## src/rtl/uart_tx_frame.sv

```systemverilog
// UART transmitter: configurable data width, parity and stop bits, run-time bit divisor,
// valid/ready input with a one-word holding buffer so consecutive frames run back to back.
module uart_tx_frame #(
  parameter int DATA_BITS = 8,
  parameter int PARITY    = 0,
  parameter int STOP_BITS = 1,
  parameter int DIV_WIDTH = 16
) (
  input  logic                 i_Clk,
  input  logic                 i_Rst_L,
  input  logic [DATA_BITS-1:0] i_TX_Data,
  input  logic                 i_TX_Valid,
  output logic                 o_TX_Ready,
  input  logic [DIV_WIDTH-1:0] i_Clks_Per_Bit,
  output logic                 o_TX_Busy,
  output logic                 o_TX_Done,
  output logic                 o_TX_Serial
);

  localparam int   BCW = $clog2(DATA_BITS) + 1;
  localparam logic ODD = (PARITY == 2);

  typedef enum logic [2:0] {S_IDLE, S_START, S_DATA, S_PAR, S_STOP} state_t;

  state_t               state;
  logic [DATA_BITS-1:0] shift_q;
  logic [DATA_BITS-1:0] hold_q;
  logic                 hold_full;
  logic                 par_q;
  logic [DIV_WIDTH-1:0] div_q;
  logic [DIV_WIDTH-1:0] clk_cnt;
  logic [BCW-1:0]       bit_cnt;

  logic                 xfer;
  logic                 bit_end;
  logic                 frame_end;
  logic                 start_frame;
  logic [DIV_WIDTH-1:0] div_eff;
  logic [DATA_BITS-1:0] next_word;

  assign o_TX_Ready = ~hold_full;

  always_comb begin
    xfer        = i_TX_Valid && !hold_full;
    div_eff     = (i_Clks_Per_Bit < DIV_WIDTH'(2)) ? DIV_WIDTH'(2) : i_Clks_Per_Bit;
    bit_end     = (clk_cnt == div_q - DIV_WIDTH'(1));
    frame_end   = (state == S_STOP) && bit_end && (bit_cnt == BCW'(STOP_BITS - 1));
    // At frame end a word arriving with an empty buffer goes straight into the shifter,
    // which is equivalent to buffering it and starting it with no idle cycle.
    start_frame = ((state == S_IDLE) && xfer) || (frame_end && (hold_full || xfer));
    next_word   = hold_full ? hold_q : i_TX_Data;
  end

  always_ff @(posedge i_Clk or negedge i_Rst_L) begin
    if (!i_Rst_L) begin
      state       <= S_IDLE;
      shift_q     <= '0;
      hold_q      <= '0;
      hold_full   <= 1'b0;
      par_q       <= 1'b0;
      div_q       <= '0;
      clk_cnt     <= '0;
      bit_cnt     <= '0;
      o_TX_Busy   <= 1'b0;
      o_TX_Done   <= 1'b0;
      o_TX_Serial <= 1'b1;
    end else begin
      o_TX_Done <= 1'b0;

      if (xfer && (state != S_IDLE) && !frame_end) begin
        hold_q    <= i_TX_Data;
        hold_full <= 1'b1;
      end

      if (state != S_IDLE)
        clk_cnt <= bit_end ? '0 : clk_cnt + DIV_WIDTH'(1);

      case (state)
        S_IDLE: begin
          o_TX_Serial <= 1'b1;
          o_TX_Busy   <= 1'b0;
        end
        S_START: begin
          if (bit_end) begin
            state       <= S_DATA;
            o_TX_Serial <= shift_q[0];
          end
        end
        S_DATA: begin
          if (bit_end) begin
            if (bit_cnt == BCW'(DATA_BITS - 1)) begin
              bit_cnt <= '0;
              if (PARITY != 0) begin
                state       <= S_PAR;
                o_TX_Serial <= par_q;
              end else begin
                state       <= S_STOP;
                o_TX_Serial <= 1'b1;
              end
            end else begin
              bit_cnt     <= bit_cnt + BCW'(1);
              shift_q     <= shift_q >> 1;
              o_TX_Serial <= shift_q[1];
            end
          end
        end
        S_PAR: begin
          if (bit_end) begin
            state       <= S_STOP;
            o_TX_Serial <= 1'b1;
          end
        end
        S_STOP: begin
          if (bit_end) begin
            if (bit_cnt == BCW'(STOP_BITS - 1)) begin
              o_TX_Done   <= 1'b1;
              state       <= S_IDLE;
              o_TX_Busy   <= 1'b0;
              o_TX_Serial <= 1'b1;
              bit_cnt     <= '0;
            end else begin
              bit_cnt <= bit_cnt + BCW'(1);
            end
          end
        end
        default: state <= S_IDLE;
      endcase

      // Frame launch overrides the end-of-frame return to idle above.
      if (start_frame) begin
        shift_q     <= next_word;
        par_q       <= (^next_word) ^ ODD;
        div_q       <= div_eff;
        clk_cnt     <= '0;
        bit_cnt     <= '0;
        state       <= S_START;
        o_TX_Serial <= 1'b0;
        o_TX_Busy   <= 1'b1;
        if (hold_full)
          hold_full <= 1'b0;
      end
    end
  end

endmodule

```

## config.mk

```make
export PLATFORM = sky130hd
export DESIGN_NAME = uart_tx_frame
export DESIGN_NICKNAME = d
export VERILOG_FILES = /design/src/rtl/uart_tx_frame.sv
export SDC_FILE = /design/constraint.sdc
export NUM_CORES = 1
export LEC_CHECK = 0
export BUFFER_PORTS_ARGS = -buffer_cell sky130_fd_sc_hd__buf_2
export CORE_UTILIZATION = 50
export CTS_CLUSTER_SIZE = 28
export DETAILED_ROUTE_END_ITERATION = 8
export GPL_TIMING_DRIVEN = 0
export PLACE_DENSITY = 0.69
export SYNTH_ARGS = -nofsm -noshare
export SYNTH_HDL_FRONTEND = slang
export SYNTH_SLANG_ARGS = --single-unit
```

## constraint.sdc

```tcl
create_clock -name i_Clk -period 6.7 [get_ports i_Clk]
set_clock_uncertainty 0.1 [all_clocks]
set_input_delay 0.335 -clock i_Clk [delete_from_list [all_inputs] [get_ports i_Clk]]
set_output_delay 0.335 -clock i_Clk [all_outputs]
set_load 0.05 [all_outputs]
```

Word level (Yosys, flattened, before mapping)
Cells that the tools add are included.
- output and inout port bits: 4
- bits of input ports: 27
- logic and storage cells: 95
- memories kept: 0
- register bits after elaboration: 59
- bits in latches: 0
- RAM bits: 0
- bits in read-only memories: 0
- shift-type cells: 0
- reduce and logical (&&, ||, !) cells: 25
- bitwise gates (word level): 1
- divide/modulo/power cells: 0
- muxes and demuxes: 41
- multipliers: 0
- equality and inequality tests: 14
- magnitude comparators: 1
- $add $sub $neg: 3
- operators with widths (cell ; count):
    16-bit 2-to-1 mux ; 4
    8-bit 2-to-1 mux ; 5
    3-bit 2-to-1 mux ; 7
    4-bit 2-to-1 mux ; 5
    16-bit by 1-bit adder with 16-bit output, second input constant ; 1
    16-bit equality test ; 1
    16-bit by 2-bit < comparator with 1-bit output, second input constant ; 1
    1-bit 2-to-1 mux ; 16
    16-bit by 1-bit subtractor with 16-bit output, second input constant ; 1
    3-bit inequality test, second input constant ; 5
    3-bit one-hot mux with 5 select lines ; 1
    3-bit AND reduction ; 3
    3-bit nonzero test ; 3
    4-bit one-hot mux with 2 select lines ; 1
    1-bit logical AND ; 7
    7-bit AND reduction ; 1
    3-bit by 2-bit equality test with 1-bit output, second input constant ; 2
    6-bit AND reduction ; 1
    2-bit nonzero test ; 3
    6-bit nonzero test ; 1
    1-bit one-hot mux with 5 select lines ; 1
    4-bit by 1-bit adder with 4-bit output, second input constant ; 1
    4-bit by 3-bit equality test with 1-bit output, second input constant ; 1
    4-bit zero test ; 1
    other kinds (9) ; 12

Depth between registers and ports, before layout
Gate-level depths: netlist of the first run.
- depth after elaboration: 9
- mapped depth: 12
- depth with buffers taken out: 10

Worst setup path after synthesis of the first run
Ideal clock, no wire load.
- path type: register to register
- from: register div_q[0]
- to: register hold_q[0]
- buffers on the path: 1
- stages on the path, launching flop included: 11
- setup slack: 3.507 ns
- data required time: 6.475 ns
- setup time: 0.125 ns
- arrival: 2.968 ns
- clock period less this slack: 3.193 ns
- cells stage by stage: dfrtp_1 inv_1 ha_1 clkbuf_1 a31oi_1 nor4_1 nand4_1 or4_4 or3_4 nand3_4 mux2_4
- longest elaborated chain between the ends: 6
- RTL lines (element ; RTL line ; text):
    from (decl) ; 30 ; logic [DIV_WIDTH-1:0] div_q;
    from (signal assigned) ; 133 ; div_q <= div_eff;
    16-bit by 1-bit subtractor with 16-bit output ; 46 ; bit_end = (clk_cnt == div_q - DIV_WIDTH'(1));
    16-bit equality test ; 46 ;
    1-bit logical AND (2 in series) ; 47 ; frame_end = (state == S_STOP) && bit_end && (bit_cnt == BCW'(STOP_BITS - 1));
    1-bit zero test ; 70 ; if (xfer && (state != S_IDLE) && !frame_end) begin
    1-bit logical AND ; 70 ;
    to (signal assigned) ; 71 ; hold_q <= i_TX_Data;
    to (decl) ; 27 ; logic [DATA_BITS-1:0] hold_q;
Every way passes these cells.
A chain may end at the register's enable or synchronous reset.

Worst setup path after layout of the first run
- from: register div_q[0]
- to: register div_q[1]
- longest elaborated chain between the ends: 6
- RTL lines (element ; RTL line ; text):
    16-bit by 1-bit subtractor with 16-bit output ; 46 ;
    16-bit equality test ; 46 ;
    1-bit logical AND (2 in series) ; 47 ;
    1-bit logical AND ; 50 ; start_frame = ((state == S_IDLE) && xfer) || (frame_end && (hold_full || xfer));
    1-bit logical OR ; 50 ;
Every way passes these cells.

==> results of run 1 <==
## worst max-delay path, delay by kind of cell, from the launching register on
| family | cells | cell delay [ns] |
|---|---|---|
| flip-flops | 1 | 0.42 |
| AO/OA/AOI/OAI | 3 | 0.64 |
| adder cells (fa/ha/maj) | 1 | 0.24 |
| AND/OR/NAND/NOR | 3 | 1.17 |
| buffers and inverters | 3 | 0.92 |
## logic make-up (layout without fill, tap and decap cells)
| family | count (synthesis) | in the layout | share of synthesized area [%] |
|---|---|---|---|
| simple gates | 141 | 141 | 22.8 |
| compound gates | 63 | 63 | 12.4 |
| flops | 59 | 59 | 41.8 |
| mux | 34 | 34 | 11.4 |
| xor+xnor | 28 | 28 | 6.93 |
| buf+inv | 27 | 73 | 3.22 |
| fa+ha+maj | 4 | 4 | 1.41 |
## report_power, final
part           internal (uW)  leakage, uW  total [uW]  switching [uW]
Sequential               420     0.000740         495            75.1
Combinational            142     0.000924         308             166
Clock                    201     0.000108         344             143
## per-layer routing
layer	vias up	track usage [%]	part of all wire, %
li1	1377	-	-
met1	1371	31.7	47
met2	61	35.7	47
met3	15	3.66	3.9
met4	0	10.2	2.0
met5	-	0	0
## area by class of cell
cell class / count / area share (%)
inverter: 14 / 1.31
clock buffer: 12 / 4.10
tap: 96 / 2.99
buffer: 13 / 1.52
clock inverter: 4 / 1.18
timing repair buffer: 30 / 3.79
sequential: 59 / 36.7
multi-input combinational: 270 / 48.4
## cells in the final DEF (no fill, tap or decap), drive strengths merged, types with 6 or more instances in the layout
cell type,count
dfrtp,58
buf,33
nor2,28
nand2,27
mux2,26
o21ai,24
clkbuf,22
xor2,18
nand3,18
inv,14
nor3,12
a21oi,11
nand4,11
nor4,11
xnor2,10
mux2i,8
or3,6
## sequential cells by signal (all words and copies together) (netlist names)
register     flops
state            3
shift_q          8
o_TX_Busy        1
hold_full        1
o_TX_Serial      1
clk_cnt         16
bit_cnt          4
div_q           16
o_TX_Done        1
hold_q           8
## final timing paths
kind                                    from          end  slack (ns)  depth (start not counted)
max                                 div_q[0]     div_q[1]        3.06                         10
min                                  i_Rst_L     div_q[9]       -0.04                          1
max reg2reg                         div_q[0]     div_q[1]        3.06                         10
min reg2reg                       shift_q[6]   shift_q[5]        0.40                          1
max in group asynchronous            i_Rst_L  clk_cnt[11]        6.05                          1
min in group i_Clk         i_Clks_Per_Bit[6]     div_q[6]        0.12                          3
## metrics by stage
step | utilization, % | cells | setup slack (ns) | hold WS, ns
final | 58.9 | 498 | 3.06 | -0.0428
after global routing | 58.9 | 498 | 2.79 | 0.0285
after CTS | 58.9 | 498 | 3.09 | 0.118
after detailed placement | 55.8 | 482 | 3.10 | 0.392
after global placement | 55.8 | 482 | 3.20 | 0.361
after floorplan | - | 356 | 3.51 | -0.0606
==> impl_metrics.json, run 1 <==
{
  "path_max_fanout": 10,
  "antenna_found_initial": 0,
  "critPathMaxStageDelay_ns": 0.62,
  "die_height_microns": 86.1,
  "syn_nets": 387,
  "synth.distinct_cells": 59,
  "cp.arrival_ns": 3.73,
  "dieArea_sq_um": 7420,
  "hold_ws_ns": -0.0428,
  "cts.sinks": 59,
  "antenna_left": 0,
  "violations": "hold timing",
  "synthCells": 356,
  "async_flop_share_pct": 100,
  "grt_max_degree": 60,
  "path_cells": "inv_1, ha_1, clkbuf_1, a31oi_1, nor4_1, nand4_1, or4_4, o21ai_4, clkbuf_1, a31oi_1",
  "yosysMostFrequentCell": "dfrtp_1",
  "root_buffer": "clkbuf_8",
  "place_area_sq_um": 3810,
  "yosys.area.top_type": "dfrtp_1",
  "path_clk_slew_ns": 0.07,
  "leakagePower_uw": 0.00177,
  "syn-cell-area_sq_um": 3540,
  "drt-total-wl_microns": 7820,
  "critPathLaunchType": "register",
  "finalCriticalPeriod_ns": 3.64,
  "overflow": 0,
  "avgSynthCellArea_sq_um": 9.94,
  "synth.area.top_cells": "dfrtp_1 (41%), xor2_1 (4.5%), mux2_4 (3.4%), mux2_1 (2.9%), mux2_2 (2.9%)",
  "cts_tree": "built",
  "worst_slew_pin_slew_ns": 0.850,
  "cts-htree-levels": 3,
  "cts_buffer_depth": 2,
  "fillCellCount": 615,
  "regArea_sq_um": 1480,
  "ys_warn_count": 0,
  "maxCapViolCount": 0,
  "critPathCaptureType": "register",
  "routed-via-count": 2824,
  "coreArea_sq_um": 6830,
  "numCtsBuffers": 9,
  "drc": 0,
  "synth_edf_count": 0,
  "area_delta_synth_final_pct": 13.7,
  "max_slew_margin_pct": 42.8,
  "vdd.ir_drop.worst_mv": 0.147,
  "clock_latency_ns": 0.34,
  "yosysSeqAreaShare_pct": 41.8,
  "firstDrtPassIters": 4,
  "routabilityCongestion": 0.848,
  "multi_input_area_sq_um": 1950,
  "synth_top_flop_cell": "dfrtp_1",
  "grt_pass1_wl_microns": 13100,
  "avgRoutedWirePerCell_microns": 15.7,
  "grt_usage_pct": 22.9,
  "period_share_pct": 54.3,
  "die-width_microns": 86.1,
  "cts_resized": 0,
  "final_nets": 428,
  "grt_setup_unrepaired": "no",
  "status": "complete, but fails checks",
  "tns_ns": 0,
  "antenna_cells": 0,
  "crit_required_ns": 6.79,
  "rows": 30,
  "hold_violations": 58,
  "hpwl_microns": 5700,
  "hp-class": "input port to asynchronous set/reset pin",
  "power_density_nw_per_um2": 285,
  "holdBufCountCts": 0,
  "power_uw": 1150,
  "cpMaxStageDelayCell": "or4_4",
  "port_buffers": 30,
  "via_per_inst": 5.67,
  "ys_ff_latch": 59,
  "ios": 31,
  "synth_top_area_share_pct": 41.0,
  "grt_pass1_vias": 2727,
  "path_class": "register to register",
  "report.final.slew_viol_count": 0,
  "post-cts-setup-buffers": 0,
  "fmaxAchievable_ghz": 0.275,
  "drive_gt1_share_pct": 21.1,
  "start_util_pct": 51.8,
  "stdcell_area_sq_um": 4020,
  "finalSetupViolCount": 0,
  "synth_common_cells": "dfrtp_1 (58), nor2_1 (27), nand2_1 (26)",
  "drt_iter0_drc": 168
}
(Power assumes the default switching activity.)
==> run 2, diff against run 1 <==
PLACE_DENSITY = 0.71   (was 0.69)
clock period = 3.19 ns   (was 6.7 ns; I/O delays follow)
==> impl_metrics.json, run 2 (same netlist as run 1, synthesis figures left out) <==
{
  "status": "complete, no violations",
  "hpwl_microns": 5720,
  "fillCellCount": 516,
  "avgRoutedWirePerCell_microns": 16.8,
  "port_buffers": 30,
  "ios": 31,
  "routed-via-count": 3082,
  "path_max_fanout": 8,
  "cts_tree": "built",
  "rows": 30,
  "antenna_found_initial": 0,
  "place_ws_ns": -0.343,
  "fmaxAchievable_ghz": 0.317,
  "cpMaxStageDelayCell": "or4_4",
  "drc": 0,
  "setup_ws_ns": 0.0372,
  "critPathCaptureType": "register",
  "report.final.slew_viol_count": 0,
  "place_inst": 482,
  "root_buffer": "clkbuf_8",
  "cts_buffer_depth": 2,
  "final_nets": 469,
  "leakagePower_uw": 0.00198,
  "start_util_pct": 51.8,
  "place_area_sq_um": 3810,
  "grt_max_degree": 60,
  "numCtsBuffers": 9,
  "finalSetupViolCount": 0,
  "area_delta_synth_final_pct": 28.0,
  "overflow": 0,
  "ff2ff_path_depth": 10,
  "final_cell_mix": "dfrtp_1 (53), buf_2 (29), nor2_1 (27), nand2_1 (26), dlygate4sd3_1 (25)",
  "max_slew_margin_pct": 50.1,
  "post-route-util_pct": 66.3,
  "clock_latency_ns": 0.34,
  "rrSetupSlack_ns": 0.04,
  "cts.sinks": 59,
  "firstDrtPassIters": 4,
  "hold_depth": 3,
  "worst_slew_pin_slew_ns": 0.748,
  "multi_input_area_sq_um": 2020,
  "antenna_cells": 0,
  "top_regs": "clk_cnt (16), div_q (16)",
  "final_cells": 539,
  "path_cells": "nor4_4, buf_4, buf_4, nand4_1, o311ai_4, nor2_2, or4_4, or3_4, nand3_4, mux2_4",
  "power_density_nw_per_um2": 573,
  "drive_gt1_share_pct": 26.9,
  "grt_pass1_vias": 3012,
  "routabilityCongestion": 0.821,
  "die_height_microns": 86.1,
  "die-width_microns": 86.1,
  "via_per_inst": 5.72,
  "finalCriticalPeriod_ns": 3.15,
  "layout_commonest_cell": "dfrtp_1",
  "regArea_sq_um": 1480,
  "drt-total-wl_microns": 9080,
  "maxCapViolCount": 0,
  "crit_required_ns": 3.31,
  "stdcell_area_sq_um": 4530,
  "hold_violations": 0,
  "grt_usage_pct": 25.2,
  "cp.arrival_ns": 3.28,
  "hp-class": "input port to register",
  "antenna_left": 0,
  "dieArea_sq_um": 7420,
  "critPathMaxStageDelay_ns": 0.54,
  "path_clk_slew_ns": 0.07,
  "drt_iter0_drc": 181,
  "grt_pass1_wl_microns": 14300,
  "period_share_pct": 98.8,
  "cts-htree-levels": 3,
  "coreArea_sq_um": 6830,
  "path_class": "register to register",
  "worst_path_most_repeated_cell": "buf_4",
  "vdd.ir_drop.worst_mv": 0.379,
  "critPathLaunchType": "register"
}
-- run 2: cell count changes in the layout (fill, tap and decap cells not counted), moves of 3 or more --
cell	change
dfrtp_1	-5
buf_4	+17
dlygate4sd3_1	+25
dfrtp_2	+5
clkbuf_1	-3
-- run 2: worst paths after layout --
check	startpoint	to
worst max-delay path	div_q[5]	hold_q[4]
worst min-delay path	i_TX_Valid	hold_full
worst max register to register	div_q[5]	hold_q[4]
worst min register to register	shift_q[4]	shift_q[3]
max in group asynchronous	i_Rst_L	div_q[3]
min in group asynchronous	i_Rst_L	clk_cnt[6]
-- run 2: power by group --
group          internal (uW)  total [uW]  switching (uW)
Sequential               884        1060             178
Clock                    481         779             297
Combinational            362         752             391
Total                   1730        2590             866
-- run 2: cell type report --
cell class                      instances  share of cell area (%)
Clock buffer                           12                    3.43
Buffer                                 11                    1.57
Multi-Input combinational cell        270                    44.7
Tap cell                               96                    2.65
Clock inverter                          4                    1.60
Timing Repair Buffer                   73                    12.2
Sequential cell                        59                    32.8
Inverter                               14                    1.16
-- run 2: worst max-delay path, delay by kind of cell (launching register included) --
| family | cells | cell delay (ns) |
|---|---|---|
| and+or+nand+nor | 6 | 1.69 |
| DFF | 1 | 0.44 |
| muxes | 1 | 0.32 |
| buffers and inverters | 2 | 0.33 |
| AOI/OAI and AO/OA | 1 | 0.14 |
-- run 2: stage by stage --
step                      TNS, ns  total power (uW)  hold WS [ns]
after CTS                       0              2540       0.00795
after global placement     -10.05              1660         0.293
after floorplan                 0              1520        -0.236
after detailed placement   -11.52              1700         0.299
final                           0              2590        0.0354
after global routing       -0.339              2730        0.0330
-- run 2: per-layer routing --
metal  share of wire, %  vias up  track usage [%]  wire, microns
li1                   -     1450                -              -
met1                 44     1523             33.1           3990
met2                 48       83             40.0           4370
met3                4.5       26             5.00            407
met4                3.5        0             12.3            316
met5                  0        -                0              0
-- run 2: repair_timing --
item	4_1_cts	5_1_grt
gates cloned	0	0
endpoints found under the hold margin	24	58
pin swaps	6	8
hold buffers	24	1
setup buffers	6	12
endpoints found under the setup margin	49	45
resized for setup	13	14
